## src/rtl/chip8_draw_engine.sv

```systemverilog
// chip8_draw_engine: CHIP-8 style sprite blitter and screen clear engine.
// Reads sprite bytes from a byte memory, XORs each into a 64-pixel video
// row (bit 0 = leftmost pixel) with horizontal and vertical wrap, and reports
// pixel collisions.
// Ports:
//   SYS_CLK, CPU_RESETN            clock, async active-low reset
//   start_draw, start_clear        single-cycle command strobes (IDLE only)
//   x, y, n, i                     sprite origin, height, base address
//   mem_rd, mem_addr, mem_rdata    sprite memory read port (1-cycle latency)
//   vid_rd, vid_we, vid_row,
//   vid_wdata, vid_rdata           video row port (1-cycle read latency)
//   busy, done, collision          status
module chip8_draw_engine (
    input  logic        SYS_CLK,
    input  logic        CPU_RESETN,
    input  logic        start_draw,
    input  logic        start_clear,
    input  logic [7:0]  x,
    input  logic [7:0]  y,
    input  logic [3:0]  n,
    input  logic [11:0] i,
    output logic        mem_rd,
    output logic [11:0] mem_addr,
    input  logic [7:0]  mem_rdata,
    output logic        vid_rd,
    output logic        vid_we,
    output logic [4:0]  vid_row,
    output logic [63:0] vid_wdata,
    input  logic [63:0] vid_rdata,
    output logic        busy,
    output logic        done,
    output logic        collision
);

    localparam int unsigned ROW_W  = 64;
    localparam int unsigned ROWS   = 32;
    localparam int unsigned COL_W  = 6;
    localparam int unsigned RIDX_W = 5;
    localparam int unsigned ADDR_W = 12;
    localparam int unsigned CNT_W  = 4;
    localparam int unsigned BYTE_W = 8;

    typedef enum logic [2:0] {
        ST_IDLE,
        ST_CLEAR,
        ST_FETCH,
        ST_MERGE,
        ST_DONE
    } state_e;

    state_e              state_q, state_d;
    logic [COL_W-1:0]    x_q, x_d;
    logic [RIDX_W-1:0]   y_q, y_d;
    logic [CNT_W-1:0]    n_q, n_d;
    logic [ADDR_W-1:0]   i_q, i_d;
    logic [CNT_W-1:0]    k_q, k_d;
    logic [RIDX_W-1:0]   clr_row_q, clr_row_d;
    logic                collision_q, collision_d;

    logic                busy_q, busy_d;
    logic                done_q, done_d;
    logic                mem_rd_q, mem_rd_d;
    logic [ADDR_W-1:0]   mem_addr_q, mem_addr_d;
    logic                vid_rd_q, vid_rd_d;
    logic                vid_we_q, vid_we_d;
    logic [RIDX_W-1:0]   vid_row_q, vid_row_d;

    logic [ROW_W-1:0]    mask;
    logic                hit;

    // Only the low bits of x and y matter: origin is taken modulo screen size.
    logic unused_bits;
    assign unused_bits = ^{x[7:6], y[7:5]};

    // Sprite byte placed at column x (MSB) through x+7 (LSB), wrapping at 64.
    always_comb begin
        logic [COL_W-1:0] col;
        mask = '0;
        col  = '0;
        for (int b = 0; b < int'(BYTE_W); b++) begin
            col       = x_q + COL_W'(b);
            mask[col] = mem_rdata[3'(7 - b)];
        end
    end

    assign hit       = |(vid_rdata & mask);
    // Write data depends on this cycle's read data, so it cannot be registered
    // without breaking the two-cycle-per-row budget.
    assign vid_wdata = (state_q == ST_MERGE) ? (vid_rdata ^ mask) : '0;

    // Next-state and next-output logic; outputs are registered from the
    // decoded next state so they line up with the state they belong to.
    always_comb begin
        state_d     = state_q;
        x_d         = x_q;
        y_d         = y_q;
        n_d         = n_q;
        i_d         = i_q;
        k_d         = k_q;
        clr_row_d   = clr_row_q;
        collision_d = collision_q;

        unique case (state_q)
            ST_IDLE: begin
                if (start_clear) begin
                    state_d     = ST_CLEAR;
                    clr_row_d   = '0;
                    collision_d = 1'b0;
                end else if (start_draw) begin
                    x_d         = x[COL_W-1:0];
                    y_d         = y[RIDX_W-1:0];
                    n_d         = n;
                    i_d         = i;
                    k_d         = '0;
                    collision_d = 1'b0;
                    state_d     = (n == '0) ? ST_DONE : ST_FETCH;
                end
            end
            ST_CLEAR: begin
                if (clr_row_q == RIDX_W'(ROWS - 1)) begin
                    state_d = ST_DONE;
                end else begin
                    clr_row_d = clr_row_q + RIDX_W'(1);
                end
            end
            ST_FETCH: begin
                state_d = ST_MERGE;
            end
            ST_MERGE: begin
                if (hit) begin
                    collision_d = 1'b1;
                end
                if ((5'(k_q) + 5'd1) < 5'(n_q)) begin
                    k_d     = k_q + CNT_W'(1);
                    state_d = ST_FETCH;
                end else begin
                    state_d = ST_DONE;
                end
            end
            ST_DONE: begin
                state_d = ST_IDLE;
            end
            default: begin
                state_d = ST_IDLE;
            end
        endcase

        busy_d     = (state_d != ST_IDLE);
        done_d     = (state_d == ST_DONE);
        mem_rd_d   = (state_d == ST_FETCH);
        vid_rd_d   = (state_d == ST_FETCH);
        vid_we_d   = (state_d == ST_CLEAR) || (state_d == ST_MERGE);
        mem_addr_d = (state_d == ST_FETCH) ? (i_d + ADDR_W'(k_d)) : '0;

        unique case (state_d)
            ST_CLEAR:           vid_row_d = clr_row_d;
            ST_FETCH, ST_MERGE: vid_row_d = y_d + RIDX_W'(k_d);
            default:            vid_row_d = '0;
        endcase
    end

    // State, command context and registered outputs.
    always_ff @(posedge SYS_CLK or negedge CPU_RESETN) begin
        if (!CPU_RESETN) begin
            state_q     <= ST_IDLE;
            x_q         <= '0;
            y_q         <= '0;
            n_q         <= '0;
            i_q         <= '0;
            k_q         <= '0;
            clr_row_q   <= '0;
            collision_q <= 1'b0;
            busy_q      <= 1'b0;
            done_q      <= 1'b0;
            mem_rd_q    <= 1'b0;
            mem_addr_q  <= '0;
            vid_rd_q    <= 1'b0;
            vid_we_q    <= 1'b0;
            vid_row_q   <= '0;
        end else begin
            state_q     <= state_d;
            x_q         <= x_d;
            y_q         <= y_d;
            n_q         <= n_d;
            i_q         <= i_d;
            k_q         <= k_d;
            clr_row_q   <= clr_row_d;
            collision_q <= collision_d;
            busy_q      <= busy_d;
            done_q      <= done_d;
            mem_rd_q    <= mem_rd_d;
            mem_addr_q  <= mem_addr_d;
            vid_rd_q    <= vid_rd_d;
            vid_we_q    <= vid_we_d;
            vid_row_q   <= vid_row_d;
        end
    end

    assign busy      = busy_q;
    assign done      = done_q;
    assign collision = collision_q;
    assign mem_rd    = mem_rd_q;
    assign mem_addr  = mem_addr_q;
    assign vid_rd    = vid_rd_q;
    assign vid_we    = vid_we_q;
    assign vid_row   = vid_row_q;

endmodule

```

## config.mk

```make
export PLATFORM = sky130hd
export DESIGN_NAME = chip8_draw_engine
export DESIGN_NICKNAME = d
export VERILOG_FILES = /design/src/rtl/chip8_draw_engine.sv
export SDC_FILE = /design/constraint.sdc
export NUM_CORES = 1
export LEC_CHECK = 0
export CAP_MARGIN = 25
export CORE_MARGIN = 2
export CORE_UTILIZATION = 35
export DETAILED_ROUTE_END_ITERATION = 8
export HOLD_SLACK_MARGIN = 0.08
export SKIP_CTS_REPAIR_TIMING = 1
export SYNTH_ARGS = -nofsm -noshare
export SYNTH_HDL_FRONTEND = slang
export SYNTH_SLANG_ARGS = --single-unit
```

## constraint.sdc

```tcl
create_clock -name SYS_CLK -period 3.62 [get_ports SYS_CLK]
set_clock_uncertainty 0.1 [all_clocks]
set_input_delay 0.362 -clock SYS_CLK [delete_from_list [all_inputs] [get_ports SYS_CLK]]
set_output_delay 0.362 -clock SYS_CLK [all_outputs]
set_load 0.02 [all_outputs]
```

### Word-level counts from Yosys, hierarchy flattened

Index checks and enable logic that the tools add are counted.

| operators by class | value |
|---|---|
| mux-type cells | 37 |
| bitwise operators | 4 |
| add/sub/neg operators | 9 |
| reductions and logical operators | 13 |
| equal/unequal tests | 10 |
| order comparisons | 9 |

Operators by type and width:

| cell | count |
|---|---|
| 64-bit bitwise mux | 3 |
| 64-bit bitwise AND | 2 |
| 64-bit two-way mux | 1 |
| 64-bit OR reduction | 1 |
| 64-bit bitwise XOR | 1 |
| 12-bit two-way mux | 4 |
| 6-bit by 7-bit less-than comparator with 1-bit output (second input constant) | 4 |
| 5-bit two-way mux | 5 |
| 6-bit by 3-bit adder with 6-bit output (second input constant) | 4 |
| 1-bit demux with 6-bit select | 4 |
| 6-bit by 1-bit greater-or-equal comparator with 1-bit output (second input constant) | 4 |
| 5-bit case mux with 2 select lines | 2 |
| 3-bit two-way mux | 5 |
| 12-bit by 4-bit adder with 12-bit output | 1 |
| 3-bit by 2-bit equality test with 1-bit output (second input constant) | 4 |
| 4-bit two-way mux | 3 |
| 3-bit case mux with 4 select lines | 1 |
| 4-bit case mux with 2 select lines | 1 |
| 1-bit two-way mux | 7 |
| 3-bit by 1-bit equality test with 1-bit output (second input constant) | 2 |
| 3-bit AND reduction | 2 |
| 4-bit by 1-bit adder with 5-bit output (second input constant) | 1 |
| 5-bit by 1-bit adder with 5-bit output (second input constant) | 1 |
| 5-bit by 4-bit adder with 5-bit output | 1 |
| 15 further kinds | 18 |

| word-level totals | value |
|---|---|
| flip-flop bits (word level) | 61 |
| bits of input ports | 108 |

### Depth between registers and ports, before layout

Gate-level depths: netlist of the first run.

| logic depth | value |
|---|---|
| depth in word-level cells | 13 |
| depth in mapped cells | 17 |
| gate-level depth less buffers | 16 |

### Worst setup path before layout of the first run

OpenSTA, ideal clock, no wires.

| timing | value |
|---|---|
| path kind | reg2reg |
| from | register k_q[0] |
| to | register mem_addr_q[11] (netlist: mem_addr[11]) |
| arrival time | 3.585 ns |
| clock period less this slack | 3.763 ns |
| cell stages (with the launch flop) | 17 |
| buffers on the path | 0 |
| library setup time | 0.078 ns |
| slack | -0.143 ns |
| required time | 3.442 ns |
| path through | dfrtp_1 -> ha_1 -> xor2_1 -> ha_1 -> or3_1 -> o22ai_1 -> nand2_1 -> and3_1 -> a21oi_1 -> inv_1 -> ha_1 -> a21o_1 -> a21o_1 -> a21oi_1 -> or3_1 -> or3_1 -> a21oi_1 |

| on the way | value |
|---|---|
| cells in the longest elaborated chain, start to end | 6 |

RTL lines:

| what | line | RTL |
|---|---|---|
| start, declared | 56 | `logic [CNT_W-1:0] k_q, k_d;` |
| start signal, assigned | 186 | `k_q <= k_d;` |
| 4-bit by 1-bit adder with 5-bit output | 133 | `if ((5'(k_q) + 5'd1) < 5'(n_q)) begin` |
| 5-bit by 4-bit less-than comparator with 1-bit output | 133 |  |
| 4-bit two-way mux (*) | 133 |  |
| 4-bit case mux with 2 select lines (*) | 103 | `unique case (state_q)` |
| via k_d[1] | 56 |  |
| 12-bit by 4-bit adder with 12-bit output (*) | 153 | `mem_addr_d = (state_d == ST_FETCH) ? (i_d + ADDR_W'(k_d)) : '0;` |
| 12-bit two-way mux (*) | 153 |  |
| via mem_addr_d[11] | 63 | `logic [ADDR_W-1:0] mem_addr_q, mem_addr_d;` |
| end signal, assigned | 192 | `mem_addr_q <= mem_addr_d;` |
| end, declared | 63 |  |

Mark *: on every way through the listed nets, which the timed path passes. The rest lies on a longest branch.
A chain may end at the register's enable or synchronous reset.

### Final worst setup path of the first run

| timing | value |
|---|---|
| from | register x_q[1] |
| to | output vid_wdata[57] |

| on the way | value |
|---|---|
| cells in the longest elaborated chain, start to end | 11 |

RTL lines:

| what | line | RTL |
|---|---|---|
| start, declared | 52 | `logic [COL_W-1:0] x_q, x_d;` |
| start signal, assigned | 166 | `x_q <= '0;` |
| start signal, assigned | 182 | `x_q <= x_d;` |
| 6-bit by 3-bit adder with 6-bit output | 81 | `col = x_q + COL_W'(b);` |
| 6-bit by 7-bit less-than comparator with 1-bit output (implied by the code) / 6-bit by 1-bit greater-or-equal comparator with 1-bit output (equally long branches) | 82 | `mask[col] = mem_rdata[3'(7 - b)];` |
| 1-bit logical AND (implied by the code) | 82 |  |
| 1-bit two-way mux (implied by the code) | 82 |  |
| 1-bit demux with 6-bit select | 82 |  |
| 64-bit bitwise AND (no line) | -- |  |
| 64-bit bitwise mux (2 in series) | 82 |  |
| 64-bit bitwise mux (*) | 82 |  |
| 64-bit bitwise XOR (*) | 89 | `assign vid_wdata = (state_q == ST_MERGE) ? (vid_rdata ^ mask) : '0;` |
| 64-bit two-way mux (*) | 89 |  |
| end, declared | 28 | `output logic [63:0] vid_wdata,` |

Every way passes the cells marked *; elsewhere a longest branch is shown, timed or not.

==> impl_metrics.tcl, run 1 <==
set metrics [dict create \
    final_core_util_pct 58.2 \
    syn_to_final_growth_pct 64.1 \
    dr_wl_met3_um 1770 \
    finalCritPeriodShare_pct 98.9 \
    ios 195 \
    worst-path-buf-inv 5 \
    die_width_um 141 \
    critPathLaunchType "register" \
    finalPower_mw 9.43 \
    crit_path_top_delay_cell "clkdlybuf4s50_1" \
    fin_crit_ps 3580 \
    top_layer "met4" \
    core-area_sq_um 18600 \
    track_usage_pct 27.7 \
    cp_max_fo 8 \
    leakage_nw 5.70 \
    avgRoutedWirePerCell_um 21.1 \
    setup_ws_ps 39.8 \
    ant_nets 0 \
    antenna_found_initial 1 \
    setup_violations 0 \
    grt_pass1_wl_um 42700 \
    rsz0062_at_grt "true" \
    grt_max_degree 62 \
    dp_hpwl_um 23000 \
    synth_edf_count 0 \
    final_common_cell "buf_4" \
    grt.overflow.total 0 \
    yosysTopAreaCell "dfrtp_1" \
    htreeDepth 3 \
    numCtsBuffers 9 \
    crit_family "buffers and inverters" \
    crit_path_frequent_cell "buf_4" \
    relSlewSlack_pct 52.9 \
    final_cell_mix "buf_4, clkdlybuf4s50_1, and2_1" \
    initial_utilization_pct 35.5 \
    status "finished clean" \
    drtIter0Drc 573 \
    clkSlewWorstSetupHoldPaths_ps 50 \
    yosysWarnings 0 \
    vdd.ir_drop.worst_mv 0.547 \
    synth_cell_type_count 64 \
    root_buffer "clkbuf_16" \
    drive_gt1_share_pct 28.2 \
    synth.cell_area_sq_um 6610 \
    nets 1321 \
    worstPathArrival_ps 3120 \
    drt-pass1-iter-count 5 \
    r2r_slack_ps 50 \
    cts_tree "built" \
    synth-seq-area-share_pct 23.1 \
    wl_met2_um 14100 \
    ys_top_cells_by_area "dfrtp_1, ha_1, and2_1, a22oi_1, nand2_1" \
    routedLengthMet1_um 11600 \
    synth_cells 804 \
    drv_cap 0 \
    synthArstFlopShare_pct 100 \
    avgSynthCellArea_sq_um 8.23 \
    finalWirelength_um 29000 \
    crit_path_end_kind "output pin" \
    drc 0 \
    power_density_nw_per_um2 869 \
    drv_slew 0 \
    clk_path_buf_depth 2 \
    portBuffers 185 \
    critPathKind "register to output pin" \
    syn_nets 994 \
    synth_flop_cell "dfrtp_1" \
    grt_pass1_vias 7394 \
    place_ws_ps -152 \
    yosysTopAreaCellShare_pct 23.1 \
    clkSinkCount 61 \
    min_path_type "register to register" \
    max_freq_ghz 0.279 \
    vias_per_cell 5.68 \
    clk_latency_ps 330 \
    critPathRequiredTime_ps 3160 \
    fp-row-count 50 \
    path_cells "ha_2 > buf_4 > xnor2_1 > buf_4 > nor3_1 > buf_4 > buf_4 > a22oi_1 > nand2_1 > ha_1 > and2_1 > clkdlybuf4s50_1" \
    hold_viol 0 \
    tightest_slew_ps 701 \
    die_height_um 141 \
    slowest_delay_ps 600 \
    dieArea_sq_um 20000 \
    gp_congestion 1.00 \
    vias 7792 \
    synth_seq_cells 61 \
]
[cell type report]
type | count | area [sq um]
inverter | 26 | 97.6
clock buffer | 9 | 225
clock inverter | 7 | 97.6
tap | 234 | 293
antenna | 1 | 2.50
fill | 1715 | 7790
sequential | 61 | 1530
multi-input combinational | 674 | 5280
timing repair buffer | 359 | 3320
[kinds of logic after synthesis]
kind of cell | after synthesis | share of synthesized area, %
XOR/XNOR | 34 | 4.50
buffers and inverters | 69 | 4.22
flip-flops | 61 | 23.1
AND/OR/NAND/NOR | 340 | 26.3
AO/OA/AOI/OAI | 187 | 20.8
multiplexers | 31 | 5.37
adder cells (fa/ha/maj) | 82 | 15.7
[layer usage]
metal / vias to the layer above / track usage (%)
li1: 3647 / -
met2: 367 / 47.6
met4: 0 / 13.7
met3: 80 / 3.58
met5: - / 0
met1: 3698 / 34.2
[registers in the layout, indices dropped and copies added, names as in the netlist]
| signal | flops |
|---|---|
| collision | 1 |
| mem_addr | 12 |
| done | 1 |
| n_q | 4 |
| y_q | 5 |
| vid_rd | 1 |
| i_q | 12 |
| clr_row_q | 5 |
| x_q | 6 |
| k_q | 4 |
| vid_we | 1 |
| state_q | 3 |
| busy | 1 |
| vid_row | 5 |
[Yosys cell counts, types with 3 or more instances]
cell and count:
a21o_1 4, a21oi_1 22, a221oi_1 7, a22o_1 4
a22oi_1 39, a311o_1 12, a31oi_1 3, a32oi_1 13
and2_1 71, and3_1 7, buf_1 5, clkbuf_1 34
dfrtp_1 61, ha_1 80, inv_1 24, mux2_2 22
mux2i_1 7, nand2_1 72, nand2b_1 5, nand3_1 29
nand4_1 3, nor2_1 66, nor2b_1 7, nor3_1 27
nor4_1 20, o211ai_1 19, o21a_1 3, o21ai_0 21
o221ai_1 9, o22ai_1 14, or2_2 8, or3_1 12
or4_1 3, xnor2_1 24, xor2_1 10
[per-stage QoR]
| step | hold WS (ps) | setup TNS [ps] | instances | cell area, sq um |
|---|---|---|---|---|
| finish | 399 | 0 | 1371 | 10900 |
| floorplan | -33.6 | 0 | 804 | 6630 |
| detailed placement | 328 | -1420 | 1334 | 9770 |
| CTS | -25.1 | -18980 | 1350 | 10100 |
| global placement | 324 | -915 | 1333 | 9760 |
| global route | 411 | -443 | 1371 | 10900 |
[report_power, final]
group | internal [mW] | switching [mW]
logic | 3.28 | 4.04
clock network | 0.605 | 0.320
registers | 0.962 | 0.230
total | 4.84 | 4.59
[worst reg2reg max path, stage by stage (launching register included)]
cell and delay, ps:
dfrtp_2 450, ha_4 190, xor2_2 140, ha_2 180, or3_1 320, o22ai_2 190, nand2_2 110, and3_4 200
a21oi_4 120, inv_2 80, ha_4 250, a21o_1 90, a21o_1 140, a21oi_2 70, or3_4 390, or3_4 370
a21oi_2 110
[final timing paths]
kind	startpoint	end	cells past startpoint
worst max-delay path	x_q[1]	vid_wdata[57]	12
worst min-delay path	y_q[3]	y_q[3]	1
worst max register to register	k_q[0]	mem_addr[11]	16
worst min register to register	y_q[3]	y_q[3]	1
max in group asynchronous	CPU_RESETN	x_q[0]	3
min in group asynchronous	CPU_RESETN	i_q[6]	2
Power figures use the tool's default switching activity.
==> run 2: changes to the inputs <==
- PLACE_DENSITY: default -> 0.75
- SLEW_MARGIN: default -> 20
==> impl_metrics.tcl, run 2 (same netlist as run 1, synthesis figures left out) <==
set metrics [dict create \
    status "finished clean" \
    r2r_slack_ps 10 \
    critPathRequiredTime_ps 3730 \
    vdd.ir_drop.worst_mv 0.464 \
    place_area_sq_um 9970 \
    grt_max_degree 53 \
    fin_crit_ps 3610 \
    clk_path_buf_depth 2 \
    root_buffer "clkbuf_16" \
    r2r_start "x_q[1]" \
    relSlewSlack_pct 46.0 \
    final_core_util_pct 59.2 \
    finalWirelength_um 29300 \
    htreeDepth 3 \
    final_cell_mix "buf_4, clkdlybuf4s50_1, and2_1, ha_1, nand2_1" \
    placed_cells 1363 \
    vias 8047 \
    drt-pass1-iter-count 5 \
    setup_violations 0 \
    hold_viol 0 \
    syn_to_final_growth_pct 67.0 \
    max_freq_ghz 0.277 \
    worstSetupEndpoint "collision" \
    drive_gt1_share_pct 29.4 \
    finalCritPeriodShare_pct 99.6 \
    power_density_nw_per_um2 879 \
    antennaDiodeCount 0 \
    finalPower_mw 9.70 \
    gp_congestion 1.11 \
    drv_cap 0 \
    clkSlewWorstSetupHoldPaths_ps 50 \
    grt_pass1_wl_um 43000 \
    fp-row-count 50 \
    final_common_cell "buf_4" \
    rsz0062_at_grt "true" \
    avgRoutedWirePerCell_um 21.1 \
    drtIter0Drc 508 \
    dp_hpwl_um 23200 \
    drv_slew 0 \
    cts_tree "built" \
    finalInstanceArea_sq_um 11000 \
    antenna_found_initial 0 \
    dieArea_sq_um 20000 \
    vias_per_cell 5.78 \
    clk_latency_ps 330 \
    nets 1343 \
    ios 195 \
    grt.overflow.total 0 \
    cp_max_fo 8 \
    die_width_um 141 \
    drc 0 \
    core-area_sq_um 18600 \
    numCtsBuffers 9 \
    fillers 1639 \
    tightest_slew_ps 803 \
    portBuffers 185 \
    clkSinkCount 61 \
    ant_nets 0 \
    min_path_type "input port to asynchronous set/reset pin" \
    track_usage_pct 27.7 \
    whs_ps 389 \
    grt_pass1_vias 7947 \
    finalNonFillerCells 1392 \
    initial_utilization_pct 35.5 \
    crit_path_start "x_q[1]" \
    die_height_um 141 \
    critPathKind "register to register" \
    r2r-end "collision" \
    critPathLaunchType "register" \
    crit_path_end_kind "register" \
    worstPathArrival_ps 3720 \
    leakage_nw 5.87 \
    r2r_cells 15 \
]
[run 2: changes by cell type in the layout (fill, tap and decap cells not counted), moves of 3 or more]
cell,before,now
dlymetal6s2s_1,58,62
nor2_2,8,11
dfrtp_1,55,58
nor2_1,52,43
nor4_2,7,10
xnor2_1,19,16
dfrtp_2,6,3
clkbuf_2,4,1
nor2_4,6,12
ha_1,68,71
buf_4,167,191
xnor2_2,4,7
[run 2: layout make-up]
type | count | area (sq um) | share of cell area (%)
multi-input combinational | 674 | 5310 | 48.0
sequential | 61 | 1530 | 13.9
clock buffer | 11 | 233 | 2.11
timing repair buffer | 381 | 3500 | 31.7
clock inverter | 5 | 83.8 | 0.759
inverter | 26 | 97.6 | 0.884
tap | 234 | 293 | 2.65
[run 2: critical path, stage by stage (launching register included)]
cell and delay, ps:
dfrtp_2 460, ha_1 250, buf_4 180, xor2_2 220
buf_4 180, or3_1 140, o22ai_1 100, a311o_1 390
ha_1 220, nor4_2 310, nand4_1 140, nor4_2 260
buf_4 150, nand4_1 130, a21oi_2 200, nor2_1 50
[run 2: worst min-delay path by stage]
stage / start / endpoint / slack (ps) / depth (start not counted)
2_1_floorplan: CPU_RESETN / busy / -30 / 0
3_3_place_gp: i_q[11] / i_q[11] / 380 / 1
3_5_place_dp: i_q[0] / i_q[0] / 390 / 1
4_1_cts: CPU_RESETN / clr_row_q[0] / 110 / 1
5_1_grt: y_q[0] / y_q[0] / 410 / 1
6_report: CPU_RESETN / clr_row_q[0] / 390 / 2
[run 2: metrics by stage]
stage | TNS, ps | worst slack [ps]
after floorplan | 0 | 16.7
after global placement | -741 | -141
after detailed placement | -1500 | -223
after CTS | -16720 | -482
after global routing | -429 | -188
final | 0 | 14.3
[run 2: power by group]
group	internal (mW)	leakage, nW	switching [mW]
registers	0.960	0.770	0.187
logic	3.43	4.96	4.22
clock network	0.605	0.146	0.302
total	5.00	5.87	4.71
[run 2: per-layer routing]
metal | GRT usage [%] | share of wire [%] | up-vias
met5 | 0 | 0 | -
met4 | 15.5 | 6.2 | 0
met3 | 4.42 | 7.5 | 106
met2 | 47.6 | 48 | 453
met1 | 32.9 | 39 | 3793
li1 | - | - | 3695
